$ cat config.mk
export PLATFORM = sky130hd
export DESIGN_NAME = seq_fsm
export DESIGN_NICKNAME = d
export VERILOG_FILES = /design/src/rtl/seq_fsm.sv
export SDC_FILE = /design/constraint.sdc
export NUM_CORES = 1
export LEC_CHECK = 0
export ABC_CLOCK_PERIOD_IN_PS = 3000
export BUFFER_PORTS_ARGS = -buffer_cell sky130_fd_sc_hd__buf_2
export CORE_MARGIN = 2
export CORE_UTILIZATION = 35
export CTS_BUF_LIST = sky130_fd_sc_hd__clkbuf_2 sky130_fd_sc_hd__clkbuf_4 sky130_fd_sc_hd__clkbuf_8
export DETAILED_ROUTE_END_ITERATION = 16
export PLACE_DENSITY = 0.58
export RECOVER_POWER = 100
export SLEW_MARGIN = 20
export SYNTH_ARGS = -nofsm -noshare
export SYNTH_HDL_FRONTEND = slang
export SYNTH_SLANG_ARGS = --single-unit
$ cat constraint.sdc
create_clock -name clk -period 3 [get_ports clk]
set_input_delay 0.3 -clock clk [delete_from_list [all_inputs] [get_ports clk]]
set_output_delay 0.3 -clock clk [all_outputs]
set_load 0.1 [all_outputs]
$ cat src/rtl/seq_fsm.sv
// Run/wait sequencer: timed RUN passes, optional auto-repeat, abort on stop, registered status pulses.
// Optional WAIT timeout counter is compiled in when SEQ_FSM_TIMEOUT_EN is defined.
module seq_fsm #(
   parameter int CNT_W = 8,
   parameter int REP_W = 4
) (
   input  logic             clk,
   input  logic             rst_n,
   input  logic             start,
   input  logic             stop,
   input  logic             mode,
   input  logic [CNT_W-1:0] run_len,
   input  logic [REP_W-1:0] rep_cnt,
   input  logic [CNT_W-1:0] wait_tmo,
   output logic [1:0]       state,
   output logic             busy,
   output logic [REP_W-1:0] pass_idx,
   output logic             done,
   output logic             abort,
   output logic             tmo
);

   typedef enum logic [1:0] {
      S_INIT = 2'd0,
      S_RUN  = 2'd1,
      S_WAIT = 2'd2
   } state_t;

   state_t           st_q, st_d;
   logic [CNT_W-1:0] run_cnt_q, run_cnt_d;
   logic [CNT_W-1:0] len_q, len_d;
   logic             mode_q, mode_d;
   logic [REP_W-1:0] rem_q, rem_d;
   logic [REP_W-1:0] pidx_q, pidx_d;
   logic             busy_q;
   logic             done_q, done_d;
   logic             abort_q, abort_d;
   logic             tmo_q, tmo_d;
   logic             tmo_hit;
   logic [CNT_W-1:0] len_eff;

   // A zero run length still occupies one RUN cycle.
   assign len_eff = (run_len == '0) ? CNT_W'(1) : run_len;

`ifdef SEQ_FSM_TIMEOUT_EN
   logic [CNT_W-1:0] tmo_cnt_q, tmo_cnt_d;

   // Counter value 0 means the timeout is disabled for this WAIT visit.
   assign tmo_hit = (tmo_cnt_q == CNT_W'(1));
`else
   logic unused_wait_tmo;

   assign unused_wait_tmo = ^wait_tmo;
   assign tmo_hit         = 1'b0;
`endif

   always_comb begin
      st_d      = st_q;
      run_cnt_d = run_cnt_q;
      len_d     = len_q;
      mode_d    = mode_q;
      rem_d     = rem_q;
      pidx_d    = pidx_q;
      done_d    = 1'b0;
      abort_d   = 1'b0;
      tmo_d     = 1'b0;
`ifdef SEQ_FSM_TIMEOUT_EN
      tmo_cnt_d = tmo_cnt_q;
`endif
      case (st_q)
         S_INIT: begin
            if (start) begin
               st_d      = S_RUN;
               len_d     = len_eff;
               run_cnt_d = len_eff;
               mode_d    = mode;
               rem_d     = rep_cnt;
               pidx_d    = '0;
            end
         end
         S_RUN: begin
            if (stop) begin
               st_d    = S_INIT;
               abort_d = 1'b1;
            end else if (run_cnt_q <= CNT_W'(1)) begin
               if (mode_q && (rem_q != '0)) begin
                  rem_d     = rem_q - REP_W'(1);
                  pidx_d    = pidx_q + REP_W'(1);
                  run_cnt_d = len_q;
               end else begin
                  st_d = S_WAIT;
`ifdef SEQ_FSM_TIMEOUT_EN
                  tmo_cnt_d = wait_tmo;
`endif
               end
            end else begin
               run_cnt_d = run_cnt_q - CNT_W'(1);
            end
         end
         S_WAIT: begin
            // stop wins over a coincident timeout
            if (stop) begin
               st_d   = S_INIT;
               done_d = 1'b1;
            end else if (tmo_hit) begin
               st_d  = S_INIT;
               tmo_d = 1'b1;
            end
`ifdef SEQ_FSM_TIMEOUT_EN
            if (tmo_cnt_q != '0) tmo_cnt_d = tmo_cnt_q - CNT_W'(1);
`endif
         end
         default: begin
            st_d = S_INIT;
         end
      endcase
   end

   always_ff @(posedge clk or negedge rst_n) begin
      if (!rst_n) begin
         st_q      <= S_INIT;
         run_cnt_q <= '0;
         len_q     <= '0;
         mode_q    <= 1'b0;
         rem_q     <= '0;
         pidx_q    <= '0;
         busy_q    <= 1'b0;
         done_q    <= 1'b0;
         abort_q   <= 1'b0;
         tmo_q     <= 1'b0;
      end else begin
         st_q      <= st_d;
         run_cnt_q <= run_cnt_d;
         len_q     <= len_d;
         mode_q    <= mode_d;
         rem_q     <= rem_d;
         pidx_q    <= pidx_d;
         busy_q    <= (st_d == S_RUN);
         done_q    <= done_d;
         abort_q   <= abort_d;
         tmo_q     <= tmo_d;
      end
   end

`ifdef SEQ_FSM_TIMEOUT_EN
   always_ff @(posedge clk or negedge rst_n) begin
      if (!rst_n) tmo_cnt_q <= '0;
      else        tmo_cnt_q <= tmo_cnt_d;
   end
`endif

   assign state    = st_q;
   assign busy     = busy_q;
   assign pass_idx = pidx_q;
   assign done     = done_q;
   assign abort    = abort_q;
   assign tmo      = tmo_q;

endmodule

# After elaboration in Yosys (flattened, before gate mapping)
# Cells that the tools add are included.
# word_totals
input_bits,25
out_inout_bits,10
reg_bits,30
wordCells,54
# classes
muxes,25
magnitude_cmp,1
addsub,3
eq_ne,8
n_reduce_logical,8
# ops
operator,count
two-way mux 8 bit,5
two-way mux 4 bit,8
case mux 4 bit (2 select lines),2
case mux 8 bit (2 select lines),1
two-way mux 2 bit,5
less-or-equal comparator 8 x 1 -> 1 bit (second input constant),1
zero test 8 bit,1
inequality test 2 bit (second input constant),4
subtractor 8 x 1 -> 8 bit (second input constant),1
case mux 2 bit (3 select lines),1
AND reduction 5 bit,1
adder 4 x 1 -> 4 bit (second input constant),1
== test 2 x 1 -> 1 bit (second input constant),2
AND reduction 4 bit,1
nonzero test 4 bit,1
subtractor 4 x 1 -> 4 bit (second input constant),1
two-way mux 1 bit,3
inequality test 3 bit (second input constant),1
== test 2 bit (second input constant),1
zero test 2 bit,1
AND reduction 2 bit,1
nonzero test 2 bit,1
logical AND 1 bit,1

# Depth between registers and ports, before layout
# Gate-level depths: netlist of the first run.
# depth
ltp_word,7
depth_mapped,8

# Worst setup path after synthesis of the first run
# OpenSTA, ideal clock, no wires.
# synth_path
kind,register to register
startpoint,register st_q[0] (netlist: state[0])
endpoint,register run_cnt_q[2]
slack_ns,0.691
setup_ns,0.082
synth_period_minus_slack_ns,2.309
arrival_time_ns,2.227
path_stages_with_launch,7
path_buffers,1
path_cell_list,dfrtp_1 -> nor2b_1 -> nand2b_1 -> o21ai_1 -> buf_2 -> nor2_1 -> a31oi_1
# synth_via
elab_chain_cells,3
elab_cells_between_ends,8
cone_classes,eq/ne: 4; mux: 1; reduce/logical: 3
# synth_lines
element,line,text
from (decl),29,"state_t st_q, st_d;"
from (signal assigned),132,st_q <= st_d;
== test 2 x 1 -> 1 bit / zero test 2 bit (equally long branches),70,case (st_q)
inequality test 3 bit (no source line) (tied with other cells),-,
AND reduction 4 bit (no source line),-,
to (signal assigned),133,run_cnt_q <= run_cnt_d;
to (decl),30,"logic [CNT_W-1:0] run_cnt_q, run_cnt_d;"
# Parallel ways exist; a longest one is shown, timed or not.
# A chain may end at the register's enable or synchronous reset.

# Final worst setup path of the first run
# layout_path
startpoint,register run_cnt_q[3]
endpoint,register pidx_q[0] (netlist: pass_idx[0])
# layout_via
elab_chain_cells,3
# layout_lines
element,line,text
less-or-equal comparator 8 x 1 -> 1 bit,85,end else if (run_cnt_q <= CNT_W'(1)) begin
inequality test 2 bit (no source line),-,
AND reduction 5 bit (no source line),-,
to (signal assigned),137,pidx_q <= pidx_d;
to (decl),34,"logic [REP_W-1:0] pidx_q, pidx_d;"
# No other way between the ends.

==> results of run 1 <==
==> through the flow <==
stage / worst slack (ps) / hold WS, ps / instances / cell area (um^2)
3_3_place_gp: 448.4 / 381.4 / 256 / 1809
6_report: 393.7 / 206.9 / 264 / 1869
3_5_place_dp: 428.0 / 390.3 / 256 / 1809
4_1_cts: 361.9 / 85.71 / 264 / 1904
2_1_floorplan: 691.4 / 4.409 / 184 / 1655
5_1_grt: 265.0 / 226.8 / 264 / 1869
==> worst max-delay path, cell delays in order, from the launching register on <==
cell	delay (ps)
dfrtp_1	430
or4_4	610
or3_1	610
nor2_1	350
o21ai_2	140
mux2_1	340
==> final cells by class <==
class / count / area (um^2) / share of cell area [%]
multi-input cells: 141 / 817.0 / 43.71
flip-flops and latches: 30 / 750.7 / 40.16
well taps: 54 / 67.56 / 3.614
repair buffers: 27 / 123.9 / 6.627
clock buffers: 7 / 90.09 / 4.819
inverters: 4 / 15.01 / 0.8032
clock inverters: 1 / 5.005 / 0.2677
==> where the power goes <==
part	total, uW	internal [uW]	switching, uW	leakage [uW]
combinational	509	183	326	0.000445
clock	344	194	150	0.0000517
sequential	605	502	103	0.000369
==> registers in the layout, indices dropped and copies added, names as in the netlist <==
register,flops
run_cnt_q,8
done,1
len_q,8
state,2
mode_q,1
pass_idx,4
busy,1
rem_q,4
abort,1
==> layer usage <==
metal  part of all wire [%]  wire length, um  up-vias
li1                       -                -      692
met1                     50             1848      647
met2                     45             1643       22
met3                    3.3              122        5
met4                    2.1               78        0
met5                      0                0        -
==> synthesized netlist by cell type, types with 2 or more instances <==
cell type / number / area share [%]
a31oi_1: 7 / 2.6
o21ai_0: 4 / 1.2
nor4_1: 2 / 0.76
nand2b_1: 4 / 1.5
nor2_1: 16 / 3.6
clkbuf_1: 5 / 1.1
a21oi_1: 4 / 1.2
nand2_1: 44 / 10
xnor2_1: 4 / 2.1
nor3_1: 6 / 1.8
nor2b_1: 3 / 1.1
o21ai_1: 5 / 1.5
nand3_1: 3 / 0.91
inv_1: 4 / 0.91
mux2i_1: 3 / 1.8
buf_6: 2 / 1.4
ha_1: 4 / 3.0
dfrtp_1: 30 / 45
o22ai_1: 2 / 0.76
o211ai_1: 4 / 1.8
==> how the worst min path moves through the flow <==
stage	endpoint	depth (start not counted)	start	slack, ps
2_1_floorplan	abort	0	rst_n	4
4_1_cts	state[0]	1	rst_n	90
3_5_place_dp	done	1	rst_n	390
6_report	mode_q	3	mode	210
3_3_place_gp	done	1	rst_n	380
5_1_grt	mode_q	3	mode	230
==> cell families after synthesis <==
family,Yosys count,share of synthesized area [%]
AOI/OAI and AO/OA,37,15.50
muxes,4,2.721
DFF,30,45.35
xor gates and xnor gates,5,2.645
and+or+nand+nor,90,26.38
buffers and inverters,13,4.157
other,1,0.2265
adders and majority gates,4,3.024
==> metrics.md, run 1 <==
| Metric | Value |
|---|---|
| Status | finished with violations |
| Failing checks | capacitance limit, slew limit |
| Core Area | 4629 um^2 |
| Crit path DAT | 2770 ps |
| Die Span Y | 72.77 um |
| Critical Path Sink Type | register |
| R2R depth | 5 |
| RSZ-0062 raised after global routing | false |
| Pwr/cell area | 779.9 nW/um^2 |
| Post-CTS setup buffers | 0 |
| CTS resizes | 0 |
| R2r endpoint | pass_idx[0] |
| Clock slew at reported path FFs | 60 ps |
| Total Power | 1458 uW |
| CTS Root Cell | clkbuf_8 |
| Initial Util | 35.76% |
| Maximum root-to-sink buffer count | 2 |
| CP endpoint | pass_idx[0] |
| Setup crit start | run_cnt_q[3] |
| Layout cells sized above 1 | 14.29% |
| Synth Instances | 184 |
| Largest net degree at the start of global routing | 31 |
| EDFF count, synth | 0 |
| Hold Violations, Final | 0 |
| Synth Register Bits | 30 |
| Synth Flop Type | dfrtp_1 |
| Netlist cell types | 48 |
| Clk_lat worst skew | 280 ps |
| Number of DRC markers in iteration 0 | 67 |
| NumNets Final | 238 |
| GR Util met2 | 24.24% |
| Max IR drop VDD | 0.0002334 V |
| FP Rows | 25 |
| Max-cap violations | 1 |
| Area Overhead vs Synth | 12.92% |
| Most frequent cells in the layout | nand2_1 (44), dfrtp_1 (30), nor2_1 (17), buf_2 (15), clkbuf_1 (11) |
| Setup TNS | 0 ps |
| Busiest grt layer | met2 |
| I/O pin count | 35 |
| Hold buffers post-CTS | 0 |
| Setup slack, reg-to-reg | 390 ps |
| Drt wl/cell | 13.98 um |
| DR pass1 iterations | 4 |
| Critical-path maximum fanout | 13 |
| CTS Sinks | 30 |
| Vias per cell | 5.174 |
| WP data required | 3160 ps |
| Via count | 1366 |
| Total track usage | 15.91% |
| First-pass GRT wire length | 6375 um |
| HPWL after DPL | 2593 um |
| Post-route DRC | 0 |
| Final WL | 3692 um |
| Commonest non-fill, non-tap cell in the layout | nand2_1 |
| Max Freq | 383.7 MHz |
| Die W | 72.77 um |
| Clk_skew | 4.457 ps |
| CTS tree | built |
| Syn Area/Cell | 8.996 um^2 |
| Ys async rst share | 100.0% |
| Critical path class | register to register |
| Slew headroom | -10.50% |
| Mapped cell area | 1655 um^2 |
| Antenna diode count | 0 |
| Gpl congestion | 0.7773 |
| Least-Margin Pin Slew | 1658 ps |
| Post-route antenna net violation count | 0 |
| Fin crit period | 2606 ps |
| Die ar. | 5295 um^2 |
| Pins Over Slew Limit | 31 |
| CTS buffer count | 5 |
| Crit path launch type | register |
| Met3 global-route usage | 3.867% |
| Overflow after GRT | 0 |
| Syn nets | 213 |
| P_leak | 0.0008660 uW |
| Fin crit share | 86.88% |
| # H-tree levels | 2 |
| Worst reg2reg startpoint | run_cnt_q[3] |
| Synth warn | 0 |
| Via count of the first global-routing pass | 1309 |
| Fillers | 492 |
| Final core occ | 40.38% |
| Met1 usage | 21.47% |
| PortBufs | 25 |
| Final setup viols | 0 |
| Initial antenna violation count | 0 |
| Hold/Removal Path Class | input port to register |
| Seq/Total Area, Yosys | 45.35% |
(Power assumes the default switching activity.)
==> run 2, diff against run 1 <==
- REMOVE_ABC_BUFFERS: unset -> 1
==> run 2 against run 1 <==
The run still ends with capacitance limit, slew limit left. Fmax grew 2.0%. Wire length grew 0.11%. Highest routed layer unchanged. Critical path type unchanged. Sequential cell count is the same. Via count shrank 1.4%. Register-to-register slack gained 50 ps. Clock-buffer cell count is the same. Utilization is essentially flat. Worst setup slack gained 50 ps. Largest cell class unchanged. Largest power group unchanged. Final area is essentially flat.
==> metrics.md, run 2 (same netlist as run 1, synthesis figures left out) <==
| Metric | Value |
|---|---|
| Status | finished with violations |
| Failing checks | capacitance limit, slew limit |
| R2r endpoint | pass_idx[0] |
| Final core occ | 40.35% |
| Total track usage | 15.20% |
| Least-Margin Pin Slew | 1649 ps |
| HPWL after DPL | 2553 um |
| Max Freq | 391.2 MHz |
| Hold Violations, Final | 0 |
| Top flop regs | len_q (8), run_cnt_q (8) |
| CTS Sinks | 30 |
| Total Power | 1450 uW |
| Antenna diode count | 0 |
| Maximum root-to-sink buffer count | 2 |
| CTS resizes | 0 |
| FP Rows | 25 |
| Hold buffers post-CTS | 0 |
| Register area | 750.7 um^2 |
| Final setup viols | 0 |
| GR Util met2 | 23.84% |
| RSZ-0062 raised after global routing | false |
| CTS tree | built |
| Fin crit period | 2556 ps |
| Via count | 1347 |
| Critical Path Sink Type | register |
| Die W | 72.77 um |
| Pwr/cell area | 776.0 nW/um^2 |
| Gpl congestion | 0.8013 |
| Multi-input gate area | 815.8 um^2 |
| Worst reg2reg startpoint | run_cnt_q[3] |
| # H-tree levels | 2 |
| Placed Cells | 256 |
| Critical-path maximum fanout | 13 |
| Max IR drop VDD | 0.0002291 V |
| Crit path launch type | register |
| R2R depth | 5 |
| Setup crit start | run_cnt_q[3] |
| CP endpoint | pass_idx[0] |
| Layout cells sized above 1 | 13.81% |
| Clk_skew | 5.899 ps |
| Met3 global-route usage | 2.624% |
| CTS Root Cell | clkbuf_8 |
| Max-cap violations | 1 |
| Busiest grt layer | met2 |
| Met1 usage | 21.08% |
| I/O pin count | 35 |
| Setup slack, reg-to-reg | 440 ps |
| Slew headroom | -9.936% |
| NumNets Final | 238 |
| Largest net degree at the start of global routing | 31 |
| First-pass GRT wire length | 6134 um |
| Number of DRC markers in iteration 0 | 105 |
| Die ar. | 5295 um^2 |
| Via count of the first global-routing pass | 1254 |
| Initial Util | 35.76% |
| Clock slew at reported path FFs | 70 ps |
| Final WL | 3696 um |
| Initial antenna violation count | 0 |
| Die Span Y | 72.77 um |
| Area Overhead vs Synth | 12.85% |
| Fin crit share | 85.20% |
| Vias per cell | 5.102 |
| Fillers | 496 |
| Commonest non-fill, non-tap cell in the layout | nand2_1 |
| PortBufs | 25 |
| Critical path class | register to register |
| Overflow after GRT | 0 |
| DR pass1 iterations | 4 |
| Clk_lat worst skew | 270 ps |
| Post-route antenna net violation count | 0 |
| Post-route DRC | 0 |
| Post-CTS setup buffers | 0 |
| WP data required | 3160 ps |
| Setup TNS | 0 ps |
| Pins Over Slew Limit | 31 |
| Worst hold stages | 3 |
| Crit path DAT | 2710 ps |
| Post-Layout Cell Count | 264 |
| Most frequent cells in the layout | nand2_1 (44), dfrtp_1 (30), nor2_1 (16), buf_2 (15), clkbuf_1 (11) |
| P_leak | 0.0008616 uW |
| Drt wl/cell | 14.00 um |
| Hold/Removal Path Class | input port to register |
| CTS buffer count | 5 |
| Core Area | 4629 um^2 |
==> run 2: changes by cell type in the layout (fill, tap and decap cells not counted) <==
cell	change
or4_4	-1
o211ai_1	+1
nor2_1	-1
or4_1	+1
o211ai_2	-1
nor2_4	+1
o21ai_1	+1
o21ai_0	-1
==> run 2: worst min-delay path by stage <==
stage,from,endpoint,slack [ps]
floorplan,rst_n,abort,4
global placement,rst_n,len_q[7],390
detailed placement,rst_n,len_q[6],390
CTS,rst_n,len_q[6],90
global route,rep_cnt[2],rem_q[2],240
finish,mode,mode_q,210
==> run 2: metal layers <==
| layer | vias up | routed length (um) |
|---|---|---|
| li1 | 684 | - |
| met1 | 642 | 1751 |
| met2 | 17 | 1787 |
| met3 | 4 | 108 |
| met4 | 0 | 49 |
| met5 | - | 0 |
==> run 2: metrics by stage <==
stage	hold WS, ps	cell area [um^2]	setup slack, ps
5_1_grt	239.6	1868	308.4
4_1_cts	92.69	1904	408.9
6_report	213.5	1868	444.1
3_3_place_gp	389.1	1809	491.6
3_5_place_dp	390.7	1809	406.0
2_1_floorplan	4.409	1602	169.3
==> run 2: power by group <==
group          internal [uW]  switching (uW)
clock network            194             146
registers                502            95.4
logic                    181             331
total                    877             573
==> run 2: final cells by class <==
| class | count | area share [%] |
|---|---|---|
| flip-flops and latches | 30 | 40.19 |
| well taps | 54 | 3.617 |
| clock buffers | 7 | 4.823 |
| multi-input cells | 141 | 43.67 |
| inverters | 4 | 0.8038 |
| clock inverters | 1 | 0.2679 |
| repair buffers | 27 | 6.631 |
==> run 2: critical path: stages, from the launching register on <==
cell,delay [ps]
dfrtp_1,420
or4_1,680
or3_1,640
nor2_4,240
o21ai_2,110
mux2_1,330
==> run 3, diff against run 2 <==
==> constraint.sdc (replaced) <==
create_clock -name clk -period 3 [get_ports clk]
set_input_delay 0 -clock clk [delete_from_list [all_inputs] [get_ports clk]]
set_output_delay 0 -clock clk [all_outputs]
set_load 0.1 [all_outputs]
==> run 3 against run 2 <==
The run still ends with capacitance limit, slew limit left. Combinational power up 3%. First-iteration DRC count decreased by 27%. Wire length increased by 5.3%. Final area increased by 7.0%. Power is 0.38% higher. Register-to-register slack got worse by 50 ps. Clock power down 4%. Sequential share of layout area down 2.6 points. Via count grew 6.8%. Critical endpoint unchanged. Highest routed layer unchanged.
==> metrics.md, run 3 (same netlist as run 1, synthesis figures left out) <==
| Metric | Value |
|---|---|
| PortBufs | 25 |
| Worst Hold Slack | 39.88 ps |
| Crit path launch type | register |
| Antenna diode count | 0 |
| Via count | 1439 |
| Gpl congestion | 0.7992 |
| Number of DRC markers in iteration 0 | 77 |
| Die ar. | 5295 um^2 |
| First-pass GRT wire length | 6361 um |
| CTS buffer count | 5 |
| Clk_skew | 5.235 ps |
| Clock slew at reported path FFs | 60 ps |
| CTS Root Cell | clkbuf_8 |
| Area Overhead vs Synth | 20.71% |
| Final WL | 3893 um |
| Fin crit share | 86.78% |
| Fin crit period | 2603 ps |
| CTS Sinks | 30 |
| HPWL after DPL | 2585 um |
| Initial antenna violation count | 0 |
| Total track usage | 16.02% |
| Post-route DRC | 0 |
| Multi-input gate area | 817.0 um^2 |
| FP Rows | 25 |
| I/O pin count | 35 |
| Pins Over Slew Limit | 31 |
| Max-cap violations | 1 |
| Critical path class | register to register |
| Hold Violations, Final | 0 |
| Fillers | 482 |
| Register area | 750.7 um^2 |
| Max IR drop VDD | 0.0002683 V |
| Post-route antenna net violation count | 0 |
| RSZ-0062 raised after global routing | false |
| WP data required | 3170 ps |
| Commonest non-fill, non-tap cell in the layout | nand2_1 |
| Via count of the first global-routing pass | 1353 |
| Initial Util | 35.76% |
| Least-Margin Pin Slew | 1684 ps |
| Hold/Removal Path Class | input port to register |
| CTS resizes | 0 |
| Largest net degree at the start of global routing | 31 |
| Slew headroom | -12.25% |
| Clk_lat worst skew | 280 ps |
| Maximum root-to-sink buffer count | 2 |
| Die W | 72.77 um |
| Failing checks | capacitance limit, slew limit |
| Critical Path Sink Type | register |
| Post-CTS setup buffers | 0 |
| P_leak | 0.0009182 uW |
| Core Area | 4629 um^2 |
| Critical-path maximum fanout | 13 |
| # H-tree levels | 2 |
| Status | finished with violations |
| Drt wl/cell | 14.05 um |
| Pwr/cell area | 728.2 nW/um^2 |
| Crit path DAT | 2770 ps |
| Overflow after GRT | 0 |
| NumNets Final | 252 |
| Setup TNS | 0 ps |
| CTS tree | built |
| DR pass1 iterations | 4 |
| Most frequent cells in the layout | nand2_1 (44), dfrtp_1 (30), nor2_1 (17), buf_2 (15), dlygate4sd3_1 (14) |
| Top flop regs | len_q (8), run_cnt_q (8) |
| Max Freq | 384.1 MHz |
| Vias per cell | 5.195 |
| Final setup viols | 0 |
| Die Span Y | 72.77 um |
| Layout cells sized above 1 | 13.00% |
==> run 3: changes by cell type in the layout (fill, tap and decap cells not counted) <==
cell           delta
nor2_1            +1
clkinv_2          -1
nor2_4            -1
or4_1             -1
o211ai_2          +1
o211ai_1          -1
or4_4             +1
clkbuf_4          +1
dlygate4sd3_1    +14
clkbuf_8          -1
==> run 3: stage by stage <==
stage | utilization (%) | cell area (um^2) | setup slack [ps] | power, uW | std cells
floorplan | - | 1602 | 169.3 | 1006 | 175
global placement | 39.08 | 1809 | 502.9 | 1132 | 256
detailed placement | 39.08 | 1809 | 476.2 | 1137 | 256
CTS | 43.92 | 2033 | 473.0 | 1484 | 277
global route | 43.16 | 1998 | 290.2 | 1559 | 277
finish | 43.16 | 1998 | 396.5 | 1455 | 277
==> run 3: power by group <==
| part | switching, uW | leakage (uW) | internal [uW] |
|---|---|---|---|
| clock | 147 | 0.0000452 | 177 |
| sequential | 99.3 | 0.000369 | 503 |
| combinational | 332 | 0.000504 | 196 |
==> run 3: worst max-delay path: stages, from the launching register on <==
cell	delay, ps
dfrtp_1	440
or4_4	610
or3_1	590
nor2_1	370
o21ai_2	140
mux2_1	330
==> run 3: worst paths after layout <==
kind / start / slack [ps] / end / cells after the start
min in group asynchronous: rst_n / 680 / len_q[6] / 2
setup / recovery: run_cnt_q[3] / 400 / pass_idx[0] / 5
hold reg to reg: len_q[5] / 470 / len_q[5] / 2
max in group asynchronous: rst_n / 1330 / run_cnt_q[3] / 2
setup reg to reg: run_cnt_q[3] / 400 / pass_idx[0] / 5
hold / removal: rep_cnt[1] / 40 / rem_q[1] / 3
==> run 3: timing repair <==
| action | in CTS | in global routing |
|---|---|---|
| hold endpoints to repair | 46 | 0 |
| setup endpoints to repair | 0 | 0 |
| hold buffers | 14 | 0 |
==> run 3: metal layers <==
metal	part of all wire, %	global-route usage [%]	wire length (um)
met1	46	19.70	1775
met2	50	27.17	1958
met3	1.9	3.729	75
met4	2.1	6.173	83
met5	0	0	0
==> run 3: final cells by class <==
cell class	count	area share (%)
Clock buffer	7	4.195
Inverter	4	0.7514
Multi-Input combinational cell	141	40.89
Sequential cell	30	37.57
Tap cell	54	3.381
Timing Repair Buffer	41	13.21
